===== src/rtl/axadd_err_monitor.sv =====
// rtl/axadd_err_monitor.sv - error-metric collector for an approximate adder under test
//
// Purpose:
//   Takes operand pairs (A, B) and the approximate sum the adder under test
//   produced (APPROX). It recomputes the exact sum and accumulates error
//   statistics over a programmed batch of num_samples samples.
//
// Pipeline:
//   accept edge    : stage 1 registers exact = A + B and APPROX
//   accept edge +1 : stage 2 registers d = APPROX - exact and ed = |d|
//   accept edge +2 : the accumulators absorb the stage 2 result
//
// Optional feature (macro AXERR_MAXED_EN):
//   Adds the max_ed output, which holds the largest ed seen in the batch.
//
// Ports:
//   clk, rst          clock, asynchronous active-high reset
//   start             begins a batch (honoured in IDLE/DONE only)
//   num_samples       batch size, captured on an accepted start
//   in_valid/in_ready sample handshake (in_ready high only in RUN)
//   A, B, APPROX      operands and approximate sum under test
//   busy, done        RUN|DRAIN, DONE
//   sample_count      samples accepted in this batch
//   err_count         samples with nonzero error
//   sed               saturating sum of |exact - APPROX|
//   bias              saturating signed sum of (APPROX - exact)
//   sat               sticky: sed or bias clamped
//   max_ed            largest ed in the batch (AXERR_MAXED_EN only)

module axadd_err_monitor #(
    parameter int BIT_WIDTH = 8,
    parameter int CNT_WIDTH = 16,
    parameter int ACC_WIDTH = 32
) (
    input  logic                 clk,
    input  logic                 rst,
    input  logic                 start,
    input  logic [CNT_WIDTH-1:0] num_samples,
    input  logic                 in_valid,
    output logic                 in_ready,
    input  logic [BIT_WIDTH-1:0] A,
    input  logic [BIT_WIDTH-1:0] B,
    input  logic [BIT_WIDTH:0]   APPROX,
    output logic                 busy,
    output logic                 done,
    output logic [CNT_WIDTH-1:0] sample_count,
    output logic [CNT_WIDTH-1:0] err_count,
    output logic [ACC_WIDTH-1:0] sed,
    output logic [ACC_WIDTH-1:0] bias,
`ifdef AXERR_MAXED_EN
    output logic [BIT_WIDTH+1:0] max_ed,
`endif
    output logic                 sat
);

    localparam int SW = BIT_WIDTH + 1;   // sum width
    localparam int DW = BIT_WIDTH + 2;   // signed difference width
    localparam int XW = ACC_WIDTH + 1 - DW;

    typedef enum logic [1:0] {
        ST_IDLE  = 2'd0,
        ST_RUN   = 2'd1,
        ST_DRAIN = 2'd2,
        ST_DONE  = 2'd3
    } state_t;

    state_t state_q, state_d;

    logic [CNT_WIDTH-1:0] target_q, target_d;
    logic [CNT_WIDTH-1:0] sample_count_q, sample_count_d;
    logic [CNT_WIDTH-1:0] err_count_q, err_count_d;
    logic [ACC_WIDTH-1:0] sed_q, sed_d;
    logic [ACC_WIDTH-1:0] bias_q, bias_d;
    logic                 sat_q, sat_d;

    logic          s1_valid_q;
    logic [SW-1:0] s1_exact_q;
    logic [SW-1:0] s1_approx_q;
    logic          s2_valid_q;
    logic [DW-1:0] s2_d_q;
    logic [DW-1:0] s2_ed_q;

    logic          start_ok;
    logic          accept;
    logic          last_accept;
    logic [DW-1:0] diff_c;
    logic [DW-1:0] ed_c;
    logic [ACC_WIDTH:0] sed_sum;
    logic [ACC_WIDTH:0] bias_sum;
    logic               sed_ovf;
    logic               bias_ovf;

    assign start_ok    = start && ((state_q == ST_IDLE) || (state_q == ST_DONE));
    assign accept      = in_valid && (state_q == ST_RUN);
    assign last_accept = (sample_count_q + CNT_WIDTH'(1)) == target_q;

    // Stage 2 arithmetic: both operands are zero-extended so the subtraction
    // is a true signed difference with one bit of headroom.
    assign diff_c = {1'b0, s1_approx_q} - {1'b0, s1_exact_q};
    assign ed_c   = diff_c[DW-1] ? (~diff_c + DW'(1)) : diff_c;

    // One extra bit on each accumulator sum exposes the overflow.
    assign sed_sum  = {1'b0, sed_q} + {{XW{1'b0}}, s2_ed_q};
    assign bias_sum = {bias_q[ACC_WIDTH-1], bias_q} + {{XW{s2_d_q[DW-1]}}, s2_d_q};
    assign sed_ovf  = sed_sum[ACC_WIDTH];
    assign bias_ovf = bias_sum[ACC_WIDTH] != bias_sum[ACC_WIDTH-1];

    always_comb begin
        state_d = state_q;
        case (state_q)
            ST_IDLE, ST_DONE: begin
                if (start) begin
                    state_d = (num_samples != '0) ? ST_RUN : ST_DONE;
                end
            end
            ST_RUN: begin
                if (accept && last_accept) begin
                    state_d = ST_DRAIN;
                end
            end
            ST_DRAIN: begin
                // Stage 1 is empty, so the final sample sits in stage 2 and
                // is absorbed on the same edge that enters DONE.
                if (!s1_valid_q) begin
                    state_d = ST_DONE;
                end
            end
            default: state_d = ST_IDLE;
        endcase
    end

    always_comb begin
        target_d       = target_q;
        sample_count_d = sample_count_q;
        err_count_d    = err_count_q;
        sed_d          = sed_q;
        bias_d         = bias_q;
        sat_d          = sat_q;
        if (start_ok) begin
            target_d       = num_samples;
            sample_count_d = '0;
            err_count_d    = '0;
            sed_d          = '0;
            bias_d         = '0;
            sat_d          = 1'b0;
        end else begin
            if (accept) begin
                sample_count_d = sample_count_q + CNT_WIDTH'(1);
            end
            if (s2_valid_q) begin
                if (s2_ed_q != '0) begin
                    err_count_d = err_count_q + CNT_WIDTH'(1);
                end
                if (sed_ovf) begin
                    sed_d = '1;
                    sat_d = 1'b1;
                end else begin
                    sed_d = sed_sum[ACC_WIDTH-1:0];
                end
                if (bias_ovf) begin
                    // The sign of the wide sum tells which rail was crossed.
                    bias_d = bias_sum[ACC_WIDTH] ? {1'b1, {(ACC_WIDTH-1){1'b0}}}
                                                 : {1'b0, {(ACC_WIDTH-1){1'b1}}};
                    sat_d  = 1'b1;
                end else begin
                    bias_d = bias_sum[ACC_WIDTH-1:0];
                end
            end
        end
    end

    always_ff @(posedge clk or posedge rst) begin
        if (rst) begin
            state_q        <= ST_IDLE;
            target_q       <= '0;
            sample_count_q <= '0;
            err_count_q    <= '0;
            sed_q          <= '0;
            bias_q         <= '0;
            sat_q          <= 1'b0;
            s1_valid_q     <= 1'b0;
            s1_exact_q     <= '0;
            s1_approx_q    <= '0;
            s2_valid_q     <= 1'b0;
            s2_d_q         <= '0;
            s2_ed_q        <= '0;
        end else begin
            state_q        <= state_d;
            target_q       <= target_d;
            sample_count_q <= sample_count_d;
            err_count_q    <= err_count_d;
            sed_q          <= sed_d;
            bias_q         <= bias_d;
            sat_q          <= sat_d;
            s1_valid_q     <= accept;
            if (accept) begin
                s1_exact_q  <= {1'b0, A} + {1'b0, B};
                s1_approx_q <= APPROX;
            end
            s2_valid_q <= s1_valid_q;
            if (s1_valid_q) begin
                s2_d_q  <= diff_c;
                s2_ed_q <= ed_c;
            end
        end
    end

`ifdef AXERR_MAXED_EN
    logic [DW-1:0] max_ed_q, max_ed_d;

    always_comb begin
        max_ed_d = max_ed_q;
        if (start_ok) begin
            max_ed_d = '0;
        end else if (s2_valid_q && (s2_ed_q > max_ed_q)) begin
            max_ed_d = s2_ed_q;
        end
    end

    always_ff @(posedge clk or posedge rst) begin
        if (rst) begin
            max_ed_q <= '0;
        end else begin
            max_ed_q <= max_ed_d;
        end
    end

    assign max_ed = max_ed_q;
`endif

    assign in_ready     = (state_q == ST_RUN);
    assign busy         = (state_q == ST_RUN) || (state_q == ST_DRAIN);
    assign done         = (state_q == ST_DONE);
    assign sample_count = sample_count_q;
    assign err_count    = err_count_q;
    assign sed          = sed_q;
    assign bias         = bias_q;
    assign sat          = sat_q;

endmodule


===== config.mk =====
export PLATFORM = sky130hd
export DESIGN_NAME = axadd_err_monitor
export DESIGN_NICKNAME = d
export VERILOG_FILES = /design/src/rtl/axadd_err_monitor.sv
export SDC_FILE = /design/constraint.sdc
export NUM_CORES = 1
export LEC_CHECK = 0
export ABC_AREA = 1
export BUFFER_PORTS_ARGS = -buffer_cell sky130_fd_sc_hd__buf_2
export CORE_ASPECT_RATIO = 0.5
export CORE_MARGIN = 8
export CORE_UTILIZATION = 64
export DETAILED_ROUTE_END_ITERATION = 10
export GPL_ROUTABILITY_DRIVEN = 0
export PLACE_DENSITY = 0.89
export SLEW_MARGIN = 10
export SYNTH_ARGS = -nofsm -noshare
export SYNTH_HDL_FRONTEND = slang
export SYNTH_SLANG_ARGS = --single-unit

===== constraint.sdc =====
create_clock -name clk -period 15.56 [get_ports clk]
set_input_delay 3.112 -clock clk [delete_from_list [all_inputs] [get_ports clk]]
set_output_delay 3.112 -clock clk [all_outputs]
set_load 0.03 [all_outputs]

Yosys cells after proc, flatten, opt, wreduce, memory -nomap -nowiden
Cells that the tools add are included.
{ "word_totals": {"elab_cells": 67, "input_bits": 45, "regBits": 155, "output_inout_bits": 100} }
{ "op_classes": {"eq_ne": 8, "bitwise": 1, "reduce_logical": 16, "addsub": 7, "mux": 22} }
{ "op_table": {"columns": ["cell", "count"], "rows": [
  ["32-bit two-way mux", 7],
  ["16-bit two-way mux", 5],
  ["32-bit by 10-bit adder with 33-bit output", 2],
  ["16-bit by 1-bit adder with 16-bit output, second input constant", 2],
  ["16-bit == test", 1],
  ["16-bit nonzero test", 1],
  ["10-bit by 1-bit adder with 10-bit output, second input constant", 1],
  ["10-bit two-way mux", 1],
  ["10-bit NOT", 1],
  ["10-bit nonzero test", 1],
  ["9-bit by 9-bit subtractor with 10-bit output", 1],
  ["8-bit by 8-bit adder with 9-bit output", 1],
  ["2-bit two-way mux", 4],
  ["2-bit case mux with 3 select lines", 1],
  ["2-bit nonzero test", 3],
  ["2-bit == test, second input constant", 2],
  ["1-bit two-way mux", 4],
  ["2-bit inequality test, second input constant", 2],
  ["2-bit AND reduction", 2],
  ["1-bit logical AND", 3],
  ["3-bit AND reduction", 1],
  ["3-bit nonzero test", 1],
  ["2-bit by 1-bit == test with 1-bit output, second input constant", 1],
  ["2-bit zero test", 1],
  ["other kinds (4)", 5]
]} }

Logic depth before layout (Yosys ltp)
{ "depth": {"depth_word": 5, "depth_mapped": 17, "ltp_nobuf": 16} }

Least setup slack after synthesis
No wires, ideal clock.
{ "synth_timing": {"path_type": "input to register", "startpoint": "input port A[2]", "endpoint": "register s1_exact_q[7]", "arrival_time_ps": 4376, "path_slack_ps": 11065, "setup_time_ps": 118, "n_path_buf": 0, "cell_stages": 11, "required_ps": 15442, "cell_sequence": "ha_1 a21oi_1 nand2_1 nand2_1 nand2_1 a21oi_1 nor2_1 o21ai_0 nand3b_1 nand3_1 nand2_1"} }
{ "synth_via": {"elab_chain_cells": 1} }
{ "synth_rtl": {"columns": ["element", "line", "text"], "rows": [
  ["start: declaration", "41", "input logic [BIT_WIDTH-1:0] A,"],
  ["8-bit by 8-bit adder with 9-bit output", "197", "s1_exact_q <= {1'b0, A} + {1'b0, B};"],
  ["end signal: assignment", "197", null],
  ["end: declaration", "77", "logic [SW-1:0] s1_exact_q;"]
]} }
No other way between the ends.
A chain may end at the register's enable or synchronous reset.

Final worst setup path
{ "layout_timing": {"startpoint": "input port start", "endpoint": "register err_count_q[4], in the netlist err_count[4]"} }
{ "layout_via": {"elab_chain_cells": 3, "word_cells_on_any_way": 5, "classes_between": "1 x mux; 4 x reduce/logical"} }
{ "layout_rtl": {"columns": ["element", "line", "text"], "rows": [
  ["start: declaration", "37", "input logic start,"],
  ["1-bit logical AND (*)", "93", "assign start_ok = start && ((state_q == ST_IDLE) || (state_q == ST_DONE));"],
  ["2-bit nonzero test (no source line)", null, null],
  ["2-bit AND reduction (no source line)", null, null],
  ["end signal: assignment", "191", "err_count_q <= err_count_d;"],
  ["end: declaration", "71", "logic [CNT_WIDTH-1:0] err_count_q, err_count_d;"]
]} }
Mark *: on every way between the ends. The rest lies on a longest branch, timed or not.

==> metrics <==
Wirelength per Cell 16.0 um; YS warnings 0; DRC viols 0; Clock Path Buffers 2; Detail Placement HPWL 23700 um; CTS tree done; final worst-path cycle share 34.7%; static leakage power 6.93 nW; multi-input combinational cell area 0.00654 mm2; clock skew between 0.01 and 0.015 ns; Std-Cell Rows 34; I/O Buffers 144; slowest stage delay, CP 0.56 ns; ant diodes 0; clk sinks 154; Non-Filler Instances 2050; CP Data Arrival Time 5.72 ns; top cell type's share of synthesized area about a third; Hold Worst Slack 0.489 ns; All-Layer GR Usage around 29%; GRT met2 Usage between 40% and 50%; flop2flop setup slack 11.97 ns; Max Fclk 0.185 GHz; RSZ-0062 raised after global routing false; dominant combinational cell family by area after synthesis simple AND/OR/NAND/NOR gates; Cells after Synth 1672; Ports 145; vias after detailed routing 12076; Die Span X 204 um; post-CTS setup repair buffer count 0; Slew Limit Fails 0; cells along the critical path buf_2 -> nand2_1 -> buf_4 -> inv_2 -> nor2_4 -> buf_4 -> inv_2 -> nand2_1 -> nor3_1 -> a21oi_1 -> nor2_1; initial antenna violation count 0; Area after DPL 0.0122 mm2; max_cap viols 0; sequential fraction of the synthesis area approximately a third; drt initial violations about 1200; Critical Path Sink Type flop; Final Hold Fails 0; final instance area 0.0128 mm2; Startpoint Class input port; Area Overhead vs Synth 12.5%; clock latency on the worst-skew pair 0.43 ns; leading cell types by total area after synthesis dfrtp_1, nand2_1, ha_1, nand3_1, inv_1; run status finished, final reports clean; Pre-antenna DRT Iters 8; largest net degree at the start of global routing between 80 and 90; Global Route met3 Usage 5.98%; simple-gate share of the synthesized area between 30 and 40%; Req. time, crit path 15.88 ns; post-synthesis mux area share 0%; Post-Place Cells 2018; Remaining Overflow, GRT 0; H-tree depth 4; vias in the first global route 11660; power density cells 203 mW/mm2; first-pass GRT wire length 54300 um; Fill cells 1374; CORE AREA between 0.015 and 0.02 mm2; gr busiest metal met2; met1 Use GR between 30% and 40%; Distinct cells, synth 48; Worst-path clk slew around 0.070 ns; register bit total from synthesis 154; vias per cell roughly 5.9; Initial Utilization 65.4%; CTS buffer count 17; XOR/XNOR share of the synthesized area ~3.4%; share of post-route cells with drive strength above 1 roughly 13%; Slew HR 28.2%; Post-CTS Resized 0; Worst Tran Pin Value 1.08 ns; synthesized cell area 0.0114 mm2; Min-Delay Path Class flop to flop; area leader, netlist dfrtp_1; # nets final 1918; CTS root buf clkbuf_16; Seq. cell area 0.00385 mm2; post-route minimum period 5.40 ns; hold buffers post-CTS 0; die height about 110 um; VDD IR max 0.123 mV; commonest non-fill, non-tap cell in the layout nand2_1; Post-synth ARST share between 90% and 100%; Main synth FF type dfrtp_1; Post-Route WL 32800 um; mean post-synth cell area 6.79 um2; Post-synth EDFFs 0; Compound-Gate Fraction of Synth Area 10.2%; Setup TNS Final 0 ns; Worst Path Class, Setup input port to flop; die footprint 0.0225 mm2; CP Max Fanout 52; Setup violations, final 0; Post-Synth Adder-Cell Area 7.98%; CP max stage cell nand2_1; commonest cells after routing, fill and taps aside nand2_1, inv_1, nand3_1, dfrtp_1, buf_2; Post-DRT Antenna Nets 0; net count after synthesis about 1800
-- sequential cells by signal (all words and copies together) (netlist names) --
name / count
sat: 1
err_count: 16
sed: 32
state_q: 2
s2_d_q: 10
target_q: 16
s2_valid_q: 1
s2_ed_q: 9
s1_exact_q: 9
sample_count: 16
bias: 32
s1_approx_q: 9
s1_valid_q: 1
-- per-layer routing --
metal / share of wire (%) / vias to the layer above
met5: 0 / -
met4: 2.4 / 0
met3: 9.6 / 117
met2: 47 / 664
met1: 41 / 5612
li1: - / 5683
-- area by class of cell --
cell class | count | share of cell area, %
Clock buffer | 19 | 3.47
Clock inverter | 13 | 1.04
Inverter | 203 | 6.00
Multi-Input combinational cell | 1280 | 51.2
Sequential cell | 154 | 30.2
Tap cell | 234 | 2.29
Timing Repair Buffer | 147 | 5.82
-- cells by family (layout without fill, tap and decap cells) --
kind of cell / after synthesis / after routing
AOI/OAI and AO/OA: 200 / 200
adders and majority gates: 70 / 70
DFF: 154 / 154
and+or+nand+nor: 966 / 966
buffers and inverters: 238 / 382
xor gates and xnor gates: 44 / 44
-- report_power, final --
group          switching [mW]  total [mW]  internal, mW
combinational            1.05        1.54         0.484
sequential              0.124       0.637         0.514
clock                   0.193       0.422         0.229
total                    1.37        2.60          1.23
-- critical path: cells and delay by family --
| kind | cells | cell delay, ns |
|---|---|---|
| compound gates | 1 | 0.19 |
| buf+inv | 5 | 1.38 |
| simple gates | 5 | 0.97 |
-- cell usage after synthesis, types with 9 or more instances --
cell / count
nand2_1: 596
inv_1: 193
nand3_1: 155
dfrtp_1: 154
nor2_1: 109
o21ai_0: 77
ha_1: 66
a21oi_1: 59
nor3_1: 27
xor2_1: 25
clkbuf_1: 20
nand4_1: 19
xnor2_1: 19
nor4_1: 15
nand2_2: 13
o21bai_1: 12
o22ai_1: 12
nand3b_1: 11
buf_6: 9
o21ai_1: 9
-- stage by stage --
| step | power [mW] | utilization, % | setup WS [ns] |
|---|---|---|---|
| after global placement | 2.05 | 70.3 | 9.89 |
| after global routing | 2.78 | 73.6 | 9.91 |
| after floorplan | 1.79 | - | 8.30 |
| after CTS | 2.56 | 73.6 | 10.23 |
| after detailed placement | 2.12 | 70.3 | 9.79 |
| final | 2.60 | 73.6 | 10.16 |
-- worst paths after layout --
kind,cells past startpoint,endpoint,start
max in group asynchronous,3,sed[18]$_DFFE_PP0P_,rst
setup / recovery,11,err_count[4]$_DFFE_PP0P_,start
min in group asynchronous,2,sample_count[12]$_DFFE_PP0P_,rst
hold reg to reg,2,s1_exact_q[7]$_DFFE_PP0P_,s1_exact_q[7]$_DFFE_PP0P_
setup reg to reg,12,bias[27]$_DFFE_PP0P_,s2_d_q[9]$_DFFE_PP0P_
hold / removal,2,s1_exact_q[7]$_DFFE_PP0P_,s1_exact_q[7]$_DFFE_PP0P_
(Power assumes the default switching activity.)
